`src/rtl/lcd_timing_pkg.sv`:
```
// Shared types, default panel timing and pixel-format helper for the LCD pixel timing block.
package lcd_timing_pkg;

    typedef enum logic [1:0] {
        RGN_ACTIVE = 2'd0,
        RGN_FP     = 2'd1,
        RGN_SYNC   = 2'd2,
        RGN_BP     = 2'd3
    } region_t;

    localparam int          DEF_H_ACTIVE = 480;
    localparam int          DEF_H_FP     = 2;
    localparam int          DEF_H_SYNC   = 41;
    localparam int          DEF_H_BP     = 2;
    localparam int          DEF_V_ACTIVE = 272;
    localparam int          DEF_V_FP     = 2;
    localparam int          DEF_V_SYNC   = 10;
    localparam int          DEF_V_BP     = 2;
    localparam logic [15:0] DEF_FILL_RGB = 16'h0000;

    function automatic int cnt_width(input int tot);
        return (tot > 1) ? $clog2(tot) : 1;
    endfunction

    // MSB replication keeps full-scale white at 8'hFF on every channel.
    function automatic logic [23:0] rgb565_to_888(input logic [15:0] px);
        return {px[15:11], px[15:13], px[10:5], px[10:9], px[4:0], px[4:2]};
    endfunction

endpackage

```
`src/rtl/lcd_axis_counter.sv`:
```
// One timing axis: position counter with region decode and end-of-axis wrap strobe.
module lcd_axis_counter
    import lcd_timing_pkg::*;
#(
    parameter int ACTIVE = 8,
    parameter int FP     = 1,
    parameter int SYNC   = 2,
    parameter int BP     = 1,
    localparam int TOT   = ACTIVE + FP + SYNC + BP,
    localparam int CW    = cnt_width(TOT)
) (
    input  logic          clk,
    input  logic          rst_n,
    input  logic          tick,
    input  logic          clear,
    output logic [CW-1:0] cnt,
    output region_t       region,
    output logic          wrap
);

    localparam logic [CW-1:0] LAST     = CW'(TOT - 1);
    localparam logic [CW-1:0] FP_START = CW'(ACTIVE);
    localparam logic [CW-1:0] SY_START = CW'(ACTIVE + FP);
    localparam logic [CW-1:0] BP_START = CW'(ACTIVE + FP + SYNC);

    logic [CW-1:0] r_cnt;
    logic          w_at_last;

    assign w_at_last = (r_cnt == LAST);
    assign wrap      = tick & w_at_last;
    assign cnt       = r_cnt;

    // Position register: clear has priority so a parked axis always restarts at 0.
    always_ff @(posedge clk or negedge rst_n) begin
        if (!rst_n) begin
            r_cnt <= '0;
        end else if (clear) begin
            r_cnt <= '0;
        end else if (tick) begin
            if (w_at_last) begin
                r_cnt <= '0;
            end else begin
                r_cnt <= r_cnt + CW'(1);
            end
        end
    end

    // Region decode from the current position.
    always_comb begin
        region = RGN_BP;
        if (r_cnt < FP_START) begin
            region = RGN_ACTIVE;
        end else if (r_cnt < SY_START) begin
            region = RGN_FP;
        end else if (r_cnt < BP_START) begin
            region = RGN_SYNC;
        end else begin
            region = RGN_BP;
        end
    end

endmodule

```
`src/rtl/lcd_pixel_timing.sv`:
```
// Parallel RGB LCD timing generator: pulls RGB565 pixels from upstream, drives
// HSYNC/VSYNC/DE/RGB888 one clock later and tracks underflow.
module lcd_pixel_timing
    import lcd_timing_pkg::*;
#(
    parameter int          H_ACTIVE = DEF_H_ACTIVE,
    parameter int          H_FP     = DEF_H_FP,
    parameter int          H_SYNC   = DEF_H_SYNC,
    parameter int          H_BP     = DEF_H_BP,
    parameter int          V_ACTIVE = DEF_V_ACTIVE,
    parameter int          V_FP     = DEF_V_FP,
    parameter int          V_SYNC   = DEF_V_SYNC,
    parameter int          V_BP     = DEF_V_BP,
    parameter logic [15:0] FILL_RGB = DEF_FILL_RGB
) (
    input  logic        clk_clk,
    input  logic        reset_reset_n,
    input  logic        enable,
    output logic        pixel_ready,
    input  logic        pixel_valid,
    input  logic [15:0] pixel_readdata,
    output logic        pixel_frame_sync,
    output logic        lcd_hsync_n,
    output logic        lcd_vsync_n,
    output logic        lcd_de,
    output logic [23:0] lcd_rgb,
    output logic        underflow,
    input  logic        underflow_clr,
    output logic [15:0] underflow_cnt
);

    localparam int H_TOT = H_ACTIVE + H_FP + H_SYNC + H_BP;
    localparam int V_TOT = V_ACTIVE + V_FP + V_SYNC + V_BP;
    localparam int HW    = cnt_width(H_TOT);
    localparam int VW    = cnt_width(V_TOT);

    logic [HW-1:0] w_h_cnt;
    logic [VW-1:0] w_v_cnt;
    region_t       w_h_rgn;
    region_t       w_v_rgn;
    logic          w_h_wrap;
    logic          w_v_wrap;
    logic          w_run;
    logic          w_clear;
    logic          w_ready;
    logic          w_sync_line;
    logic [15:0]   w_pix;

    logic          r_en_d;
    logic          r_de;
    logic          r_hsync_n;
    logic          r_vsync_n;
    logic [23:0]   r_rgb;
    logic          r_underflow;
    logic [15:0]   r_underflow_cnt;

    assign w_run   = enable & reset_reset_n;
    assign w_clear = ~enable;

    lcd_axis_counter #(
        .ACTIVE (H_ACTIVE),
        .FP     (H_FP),
        .SYNC   (H_SYNC),
        .BP     (H_BP)
    ) u_h_axis (
        .clk    (clk_clk),
        .rst_n  (reset_reset_n),
        .tick   (1'b1),
        .clear  (w_clear),
        .cnt    (w_h_cnt),
        .region (w_h_rgn),
        .wrap   (w_h_wrap)
    );

    lcd_axis_counter #(
        .ACTIVE (V_ACTIVE),
        .FP     (V_FP),
        .SYNC   (V_SYNC),
        .BP     (V_BP)
    ) u_v_axis (
        .clk    (clk_clk),
        .rst_n  (reset_reset_n),
        .tick   (w_h_wrap),
        .clear  (w_clear),
        .cnt    (w_v_cnt),
        .region (w_v_rgn),
        .wrap   (w_v_wrap)
    );

    assign w_ready     = w_run & (w_h_rgn == RGN_ACTIVE) & (w_v_rgn == RGN_ACTIVE);
    assign w_sync_line = (w_h_cnt == HW'(0)) & (w_v_cnt == VW'(V_ACTIVE));

    // The first enabled clock also rewinds upstream, so a restart always begins at pixel 0.
    assign pixel_ready      = w_ready;
    assign pixel_frame_sync = w_run & (~r_en_d | w_sync_line);

    // Source word for the current slot: upstream data or the fill colour on underflow.
    always_comb begin
        w_pix = FILL_RGB;
        if (pixel_valid) begin
            w_pix = pixel_readdata;
        end else begin
            w_pix = FILL_RGB;
        end
    end

    // Panel outputs, all registered from the same counter state.
    always_ff @(posedge clk_clk or negedge reset_reset_n) begin
        if (!reset_reset_n) begin
            r_en_d    <= 1'b0;
            r_de      <= 1'b0;
            r_hsync_n <= 1'b1;
            r_vsync_n <= 1'b1;
            r_rgb     <= 24'h000000;
        end else if (!enable) begin
            r_en_d    <= 1'b0;
            r_de      <= 1'b0;
            r_hsync_n <= 1'b1;
            r_vsync_n <= 1'b1;
            r_rgb     <= 24'h000000;
        end else begin
            r_en_d    <= 1'b1;
            r_de      <= w_ready;
            r_hsync_n <= (w_h_rgn != RGN_SYNC);
            r_vsync_n <= (w_v_rgn != RGN_SYNC);
            r_rgb     <= w_ready ? rgb565_to_888(w_pix) : 24'h000000;
        end
    end

    // Sticky underflow tracking; survives enable toggles, clear wins over a new event.
    always_ff @(posedge clk_clk or negedge reset_reset_n) begin
        if (!reset_reset_n) begin
            r_underflow     <= 1'b0;
            r_underflow_cnt <= 16'h0000;
        end else if (underflow_clr) begin
            r_underflow     <= 1'b0;
            r_underflow_cnt <= 16'h0000;
        end else if (w_ready && !pixel_valid) begin
            r_underflow <= 1'b1;
            if (r_underflow_cnt != 16'hFFFF) begin
                r_underflow_cnt <= r_underflow_cnt + 16'h0001;
            end
        end
    end

    assign lcd_de        = r_de;
    assign lcd_hsync_n   = r_hsync_n;
    assign lcd_vsync_n   = r_vsync_n;
    assign lcd_rgb       = r_rgb;
    assign underflow     = r_underflow;
    assign underflow_cnt = r_underflow_cnt;

    // The frame boundary is tracked through the sync line decode instead of the V wrap.
    logic w_unused;
    assign w_unused = w_v_wrap;

endmodule

```
`config.mk`:
```
export PLATFORM = sky130hd
export DESIGN_NAME = lcd_pixel_timing
export DESIGN_NICKNAME = d
export VERILOG_FILES = /design/src/rtl/lcd_timing_pkg.sv /design/src/rtl/lcd_axis_counter.sv /design/src/rtl/lcd_pixel_timing.sv
export SDC_FILE = /design/constraint.sdc
export NUM_CORES = 1
export LEC_CHECK = 0
export ABC_AREA = 1
export CAP_MARGIN = 40
export CELL_PAD_IN_SITES_DETAIL_PLACEMENT = 1
export CELL_PAD_IN_SITES_GLOBAL_PLACEMENT = 1
export CORE_UTILIZATION = 30
export CTS_BUF_LIST = sky130_fd_sc_hd__clkbuf_4
export DETAILED_ROUTE_END_ITERATION = 10
export PLACE_DENSITY_LB_ADDON = 0.1
export SYNTH_ARGS = -nofsm -noshare
export SYNTH_HDL_FRONTEND = slang
export SYNTH_SLANG_ARGS = --single-unit
```
`constraint.sdc`:
```
create_clock -name clk_clk -period 1.4 [get_ports clk_clk]
set_input_delay 0.28 -clock clk_clk [delete_from_list [all_inputs] [get_ports clk_clk]]
set_output_delay 0.28 -clock clk_clk [all_outputs]
set_load 0.1 [all_outputs]
```
==> qor.yml, run 1 <==
sta:
  setup_tns_ps: -11010
  relSlewSlack_pct: 50.5
  fmax_mhz: 486
  setup_viol: 70
  worstMarginPinSlew_ps: 742
  period_needed_ps: 2060
  finalClockSkew_ps: 9.66
  slew_violations: 0
  whs_ps: 33.4
  rsz0062_at_grt: "yes"
  finalHoldViolCount: 0
  post-route-period-util_pct: 147
  layout_setup_ws_ps: -656
clocking:
  clockBufferDepth: 2
  cts_root_buf: "clkbuf_4"
  holdBufCountCts: 0
  clk_pin_slew_ps: 180
  clock-sinks: 56
  htreeDepth: 2
  clk_latency_ps: 400
  numCtsBuffers: 5
  cts_tree: "done"
setup_path:
  crit_chain: "or2_4 > nor3_2 > nand2_1 > a21oi_4 > buf_12"
  regToRegSetupSlack_ps: -320
  cpPeakStageDelay_ps: 480
  reg2reg_from: "u_h_axis.cnt[5]"
  cp_data_required_time_ps: 1120
  cp_num_buf_inv: 1
  crit_path_top_delay_cell: "dfrtp_2"
  worstRegToRegCells: 12
  worstSetupPathType: "register to output port"
  critical-path-top-delay-family: "simple AND/OR/NAND/NOR gates"
  cp-start-kind: "register"
  cp_max_fo: 3
  endpoint_kind: "output port"
  cp.arrival_ps: 1780
  reg2reg_to: "underflow_cnt[14]"
route:
  ant_nets: 0
  routedWlPerCell_um: 16.8
  drt_first_pass_iters: 4
  wirelength_um: 12100
  route.detailed.drc: 0
  first_iter_violations: 73
  via_per_inst: 4.74
  vias: 3421
yosys:
  synth-seq-cells: 56
  netlist_instances: 412
  synth.avg_cell_area_um2: 7.43
  netlist_area_um2: 3060
  synth_cell_type_count: 35
  syn_nets: 438
  yosys_warnings: 0
  yosysSeqAreaShare_pct: 45.9
min_path:
  worst_hold_path_type: "input port to async pin"
placed_design:
  gp_congestion: 0.815
  hpwl_um: 7510
  place_area_um2: 5040
  place_inst: 679
  numPortBuffers: 66
floorplanning:
  die_w_um: 103
  start_util_pct: 31.2
  ios: 67
  die_height_um: 103
  core-area_um2: 9820
  fp-row-count: 36
  dieArea_um2: 10600
status:
  violations: "negative setup slack"
  status: "finished with violations"
global_routing:
  grt_max_degree: 57
  grt-ovfl-total: 0
  grtUsageTotal_pct: 22.3
  antenna_found_initial: 0
  grt_pass1_wl_um: 18000
  grt_pass1_vias: 3626
flow_run:
  drv_cap: 0
final_layout:
  final_cell_area_um2: 6040
  syn_to_final_growth_pct: 97.3
  antennaDiodeCount: 0
  nFillCells: 1128
  fin_cells: 721
  drive_gt1_share_pct: 51.9
  final_common_cell: "nand2_1"
  final_cell_mix: "nand2_1 (85), buf_4 (79), inv_1 (54)"
  fin_util_pct: 61.5
  nets: 613
power_and_ir_drop:
  power.density_nw_per_um2: 573
  vdd_drop_max_mv: 0.338
  power_leakage_nw: 2.73
[per-stage QoR]
step	worst slack (ps)	power, mW
final	-656	3.46
after floorplan	-372	2.15
after detailed placement	-425	2.53
after global routing	-761	3.59
after CTS	-636	3.43
after global placement	-387	2.52
[state kept, by name, indices dropped and copies added (netlist names)]
register / count
underflow_cnt: 16
lcd_hsync_n: 1
lcd_rgb: 16
r_en_d: 1
lcd_de: 1
u_v_axis.cnt: 9
lcd_vsync_n: 1
u_h_axis.cnt: 10
underflow: 1
[worst reg2reg max path, delay by kind of cell (launching register included)]
kind	cells	cell delay (ps)
buffers and inverters	4	500
flip-flops	1	450
AND/OR/NAND/NOR	8	690
[Yosys cell counts]
| cell type | number | area share (%) |
|---|---|---|
| nand2_1 | 102 | 13 |
| nor2_1 | 69 | 8.5 |
| inv_1 | 59 | 7.2 |
| dfrtp_1 | 54 | 44 |
| nand3_1 | 35 | 5.7 |
| o21ai_0 | 13 | 2.1 |
| nor3_1 | 11 | 1.8 |
| a21oi_1 | 10 | 1.6 |
| buf_4 | 10 | 2.5 |
| nand4_1 | 9 | 1.8 |
| ha_1 | 5 | 2.0 |
| buf_2 | 4 | 0.65 |
| and2_1 | 2 | 0.41 |
| dfstp_2 | 2 | 1.7 |
| nand3b_1 | 2 | 0.49 |
| nor3_2 | 2 | 0.65 |
| o21a_1 | 2 | 0.49 |
| o22ai_1 | 2 | 0.41 |
| xnor2_1 | 2 | 0.57 |
| xor2_1 | 2 | 0.57 |
| buf_6 | 1 | 0.37 |
| clkbuf_1 | 1 | 0.12 |
| clkinv_1 | 1 | 0.12 |
| inv_2 | 1 | 0.12 |
| nand2_2 | 1 | 0.20 |
| nand2_4 | 1 | 0.37 |
| nand3b_4 | 1 | 0.65 |
| nor2_2 | 1 | 0.20 |
| nor3b_1 | 1 | 0.25 |
| nor3b_4 | 1 | 0.61 |
| nor4_1 | 1 | 0.20 |
| o211ai_1 | 1 | 0.25 |
| o21ai_1 | 1 | 0.16 |
| o21bai_1 | 1 | 0.25 |
| or2_2 | 1 | 0.20 |
[power by group]
part / switching, mW / total [mW] / internal, mW / leakage [nW]
combinational: 0.562 / 0.964 / 0.401 / 1.98
sequential: 0.0468 / 1.71 / 1.66 / 0.719
clock: 0.589 / 0.785 / 0.196 / 0.0330
[metal layers]
metal / part of all wire, % / GRT usage [%]
met1: 41 / 27.1
met4: 1.4 / 4.88
met5: 0 / 0
met2: 53 / 39.8
met3: 4.6 / 5.42
[what timing repair did]
| item | 4_1_cts | 5_1_grt |
|---|---|---|
| resized for setup | 93 | 75 |
| endpoints found under the setup margin | 67 | 69 |
| pin swaps | 21 | 24 |
| buffers inserted | 29 | 15 |
| gates cloned | 3 | 1 |
[final cells by class]
type / instances / area [um^2] / area share (%)
clock buffer: 5 / 37.5 / 0.622
tap: 133 / 166 / 2.76
multi-input combinational: 281 / 1920 / 31.8
sequential: 56 / 1470 / 24.3
clock inverter: 3 / 17.5 / 0.290
inverter: 61 / 231 / 3.83
timing repair buffer: 182 / 2200 / 36.4
[cell families (layout without fill, tap and decap cells)]
family | count (synthesis) | count (layout) | synth area share, %
flip-flops | 56 | 56 | 45.9
buffers and inverters | 77 | 251 | 11.1
adder cells (fa/ha/maj) | 5 | 5 | 2.04
AND/OR/NAND/NOR | 240 | 242 | 34.6
XOR/XNOR | 4 | 4 | 1.14
AO/OA/AOI/OAI | 30 | 30 | 5.31
[worst max path at each step]
stage | startpoint | endpoint | slack (ps) | depth (start not counted)
floorplan | u_h_axis.cnt[1] | pixel_frame_sync | -370 | 6
global placement | enable | pixel_ready | -390 | 6
detailed placement | enable | lcd_rgb[19] | -430 | 8
CTS | u_h_axis.cnt[1] | pixel_frame_sync | -640 | 7
global route | u_v_axis.cnt[6] | pixel_frame_sync | -760 | 6
finish | u_h_axis.cnt[9] | pixel_frame_sync | -660 | 5
Note: power is estimated with default switching activity, not from simulation.
==> run 2: changes to the inputs <==
Settings changed: CORE_UTILIZATION 30 to 35, SYNTH_HIERARCHICAL set to 1.
==> run 2 against run 1 <==
Net effect: the run ends with design-rule violations, negative setup slack left; wire length up 29%; clock skew up 18 ps; total power up 16%; critical path depth up 4; highest routed layer unchanged.
==> qor.yml, run 2 <==
clocking:
  clk_pin_slew_ps: 210
  cts_root_buf: "clkbuf_4"
  cts_tree: "done"
  numCtsBuffers: 5
  clock-sinks: 56
  clockBufferDepth: 2
  htreeDepth: 2
  holdBufCountCts: 0
  clk_latency_ps: 420
placed_design:
  hpwl_um: 7930
  gp_congestion: 0.783
  numPortBuffers: 66
  pre_cts_slack_ps: -579
global_routing:
  grtUsageTotal_pct: 29.8
  antenna_found_initial: 1
  grt_pass1_wl_um: 21900
  grt-ovfl-total: 0
  grt_max_degree: 57
  grt_pass1_vias: 4044
sta:
  post-route-period-util_pct: 174
  rsz0062_at_grt: "yes"
  relSlewSlack_pct: 48.1
  period_needed_ps: 2440
  finalHoldViolCount: 0
  worstMarginPinSlew_ps: 778
  setup_viol: 75
  slew_violations: 0
  whs_ps: 17.9
  finalClockSkew_ps: 28.0
  fmax_mhz: 410
  layout_setup_ws_ps: -1040
floorplanning:
  core-area_um2: 8810
  die_height_um: 97.7
  dieArea_um2: 9540
  fp-row-count: 34
  die_w_um: 97.7
  ios: 67
  start_util_pct: 36.4
setup_path:
  worstRegToRegCells: 13
  worstSetupPathType: "register to output port"
  reg2reg_to: "lcd_hsync_n"
  cp.arrival_ps: 2160
  crit_chain: "ha_2 > o21ai_2 > nand3_2 > nand2_2 > o21ai_4 > nor2_4 > nand3_4 > clkinvlp_4 > buf_12"
  endpoint_kind: "output port"
  reg2reg_from: "u_h_axis/cnt[2]"
  crit_path_top_delay_cell: "dfrtp_1"
  cpPeakStageDelay_ps: 460
  cp_max_fo: 2
  cp-start-kind: "register"
  cp_data_required_time_ps: 1120
  cp_num_buf_inv: 2
  critical-path-top-delay-family: "simple AND/OR/NAND/NOR gates"
  regToRegSetupSlack_ps: -940
route:
  via_per_inst: 5.44
  first_iter_violations: 219
  routedWlPerCell_um: 22.4
  drt_first_pass_iters: 8
  vias: 3814
  wirelength_um: 15700
  route.detailed.drc: 5
  ant_nets: 0
min_path:
  worst_hold_path_type: "input port to async pin"
power_and_ir_drop:
  internal-power_mw: 2.54
  power.density_nw_per_um2: 677
  switching_share_pct: 36.4
  switchingPower_mw: 1.46
  power_mw: 4.00
  power_leakage_nw: 2.76
  clkPwrFrac_pct: 25.3
  seqPwrFrac_pct: 44.0
  power_frac_comb_pct: 30.7
  vdd_drop_max_mv: 0.428
flow_run:
  drv_cap: 0
yosys:
  netlist_instances: 404
  yosys_warnings: 6
  netlist_area_um2: 3200
  synth.avg_cell_area_um2: 7.93
final_layout:
  final_common_cell: "buf_4"
  nets: 617
  drive_gt1_share_pct: 53.0
  syn_to_final_growth_pct: 84.4
  final_cell_mix: "buf_4 (98), nand2_1 (81), nor2_1 (49)"
  fin_util_pct: 67.1
status:
  violations: "design-rule violations, negative setup slack"
  status: "finished with violations"
## run 2: worst max path at each step
stage                         to  cells after the start            start  slack (ps)
2_1_floorplan        lcd_rgb[10]                      9  u_h_axis/cnt[5]        -570
3_3_place_gp   underflow_cnt[15]                     12  u_h_axis/cnt[8]        -430
3_5_place_dp    underflow_cnt[5]                     10  u_v_axis/cnt[6]        -580
4_1_cts              pixel_ready                      9  u_h_axis/cnt[0]        -860
5_1_grt              pixel_ready                      9  u_h_axis/cnt[0]       -1120
6_report             pixel_ready                      9  u_h_axis/cnt[0]       -1040
## run 2: final cells by class
type | count | area (um^2)
fillers | 989 | 2900
repair buffers | 189 | 2140
multi-input cells | 298 | 1930
flip-flops and latches | 56 | 1450
inverters | 41 | 163
well taps | 108 | 135
clock inverters | 3 | 46.3
clock buffers | 5 | 37.5
diodes | 1 | 2.50
## run 2: repair_timing
action,4_1_cts,5_1_grt
setup buffers,41,10
pin swaps,32,13
gates cloned,3,0
endpoints found under the setup margin,74,73
resized for setup,60,36
## run 2: power groups by stage
stage / sequential [mW] / clock [mW] / combinational, mW
after CTS: 1.74 / 0.992 / 1.06
after detailed placement: 1.77 / 0 / 0.964
final: 1.76 / 1.01 / 1.23
after global routing: 1.76 / 1.07 / 1.28
after floorplan: 1.97 / 0 / 0.324
after global placement: 1.76 / 0 / 0.939
## run 2: routing by layer
layer,vias up,track usage [%],part of all wire (%)
li1,1651,-,-
met1,1906,33.9,38
met2,192,53.7,50
met3,65,6.55,6.2
met4,0,12.1,5.1
met5,-,0,0
## run 2: stage by stage
stage                     TNS, ps  instance area, um^2  instances
after floorplan            -12970                 3350        405
after global placement     -15480                 5050        641
after detailed placement   -20710                 5050        641
after CTS                  -21130                 5680        690
after global routing       -39720                 5910        701
final                      -35080                 5910        701
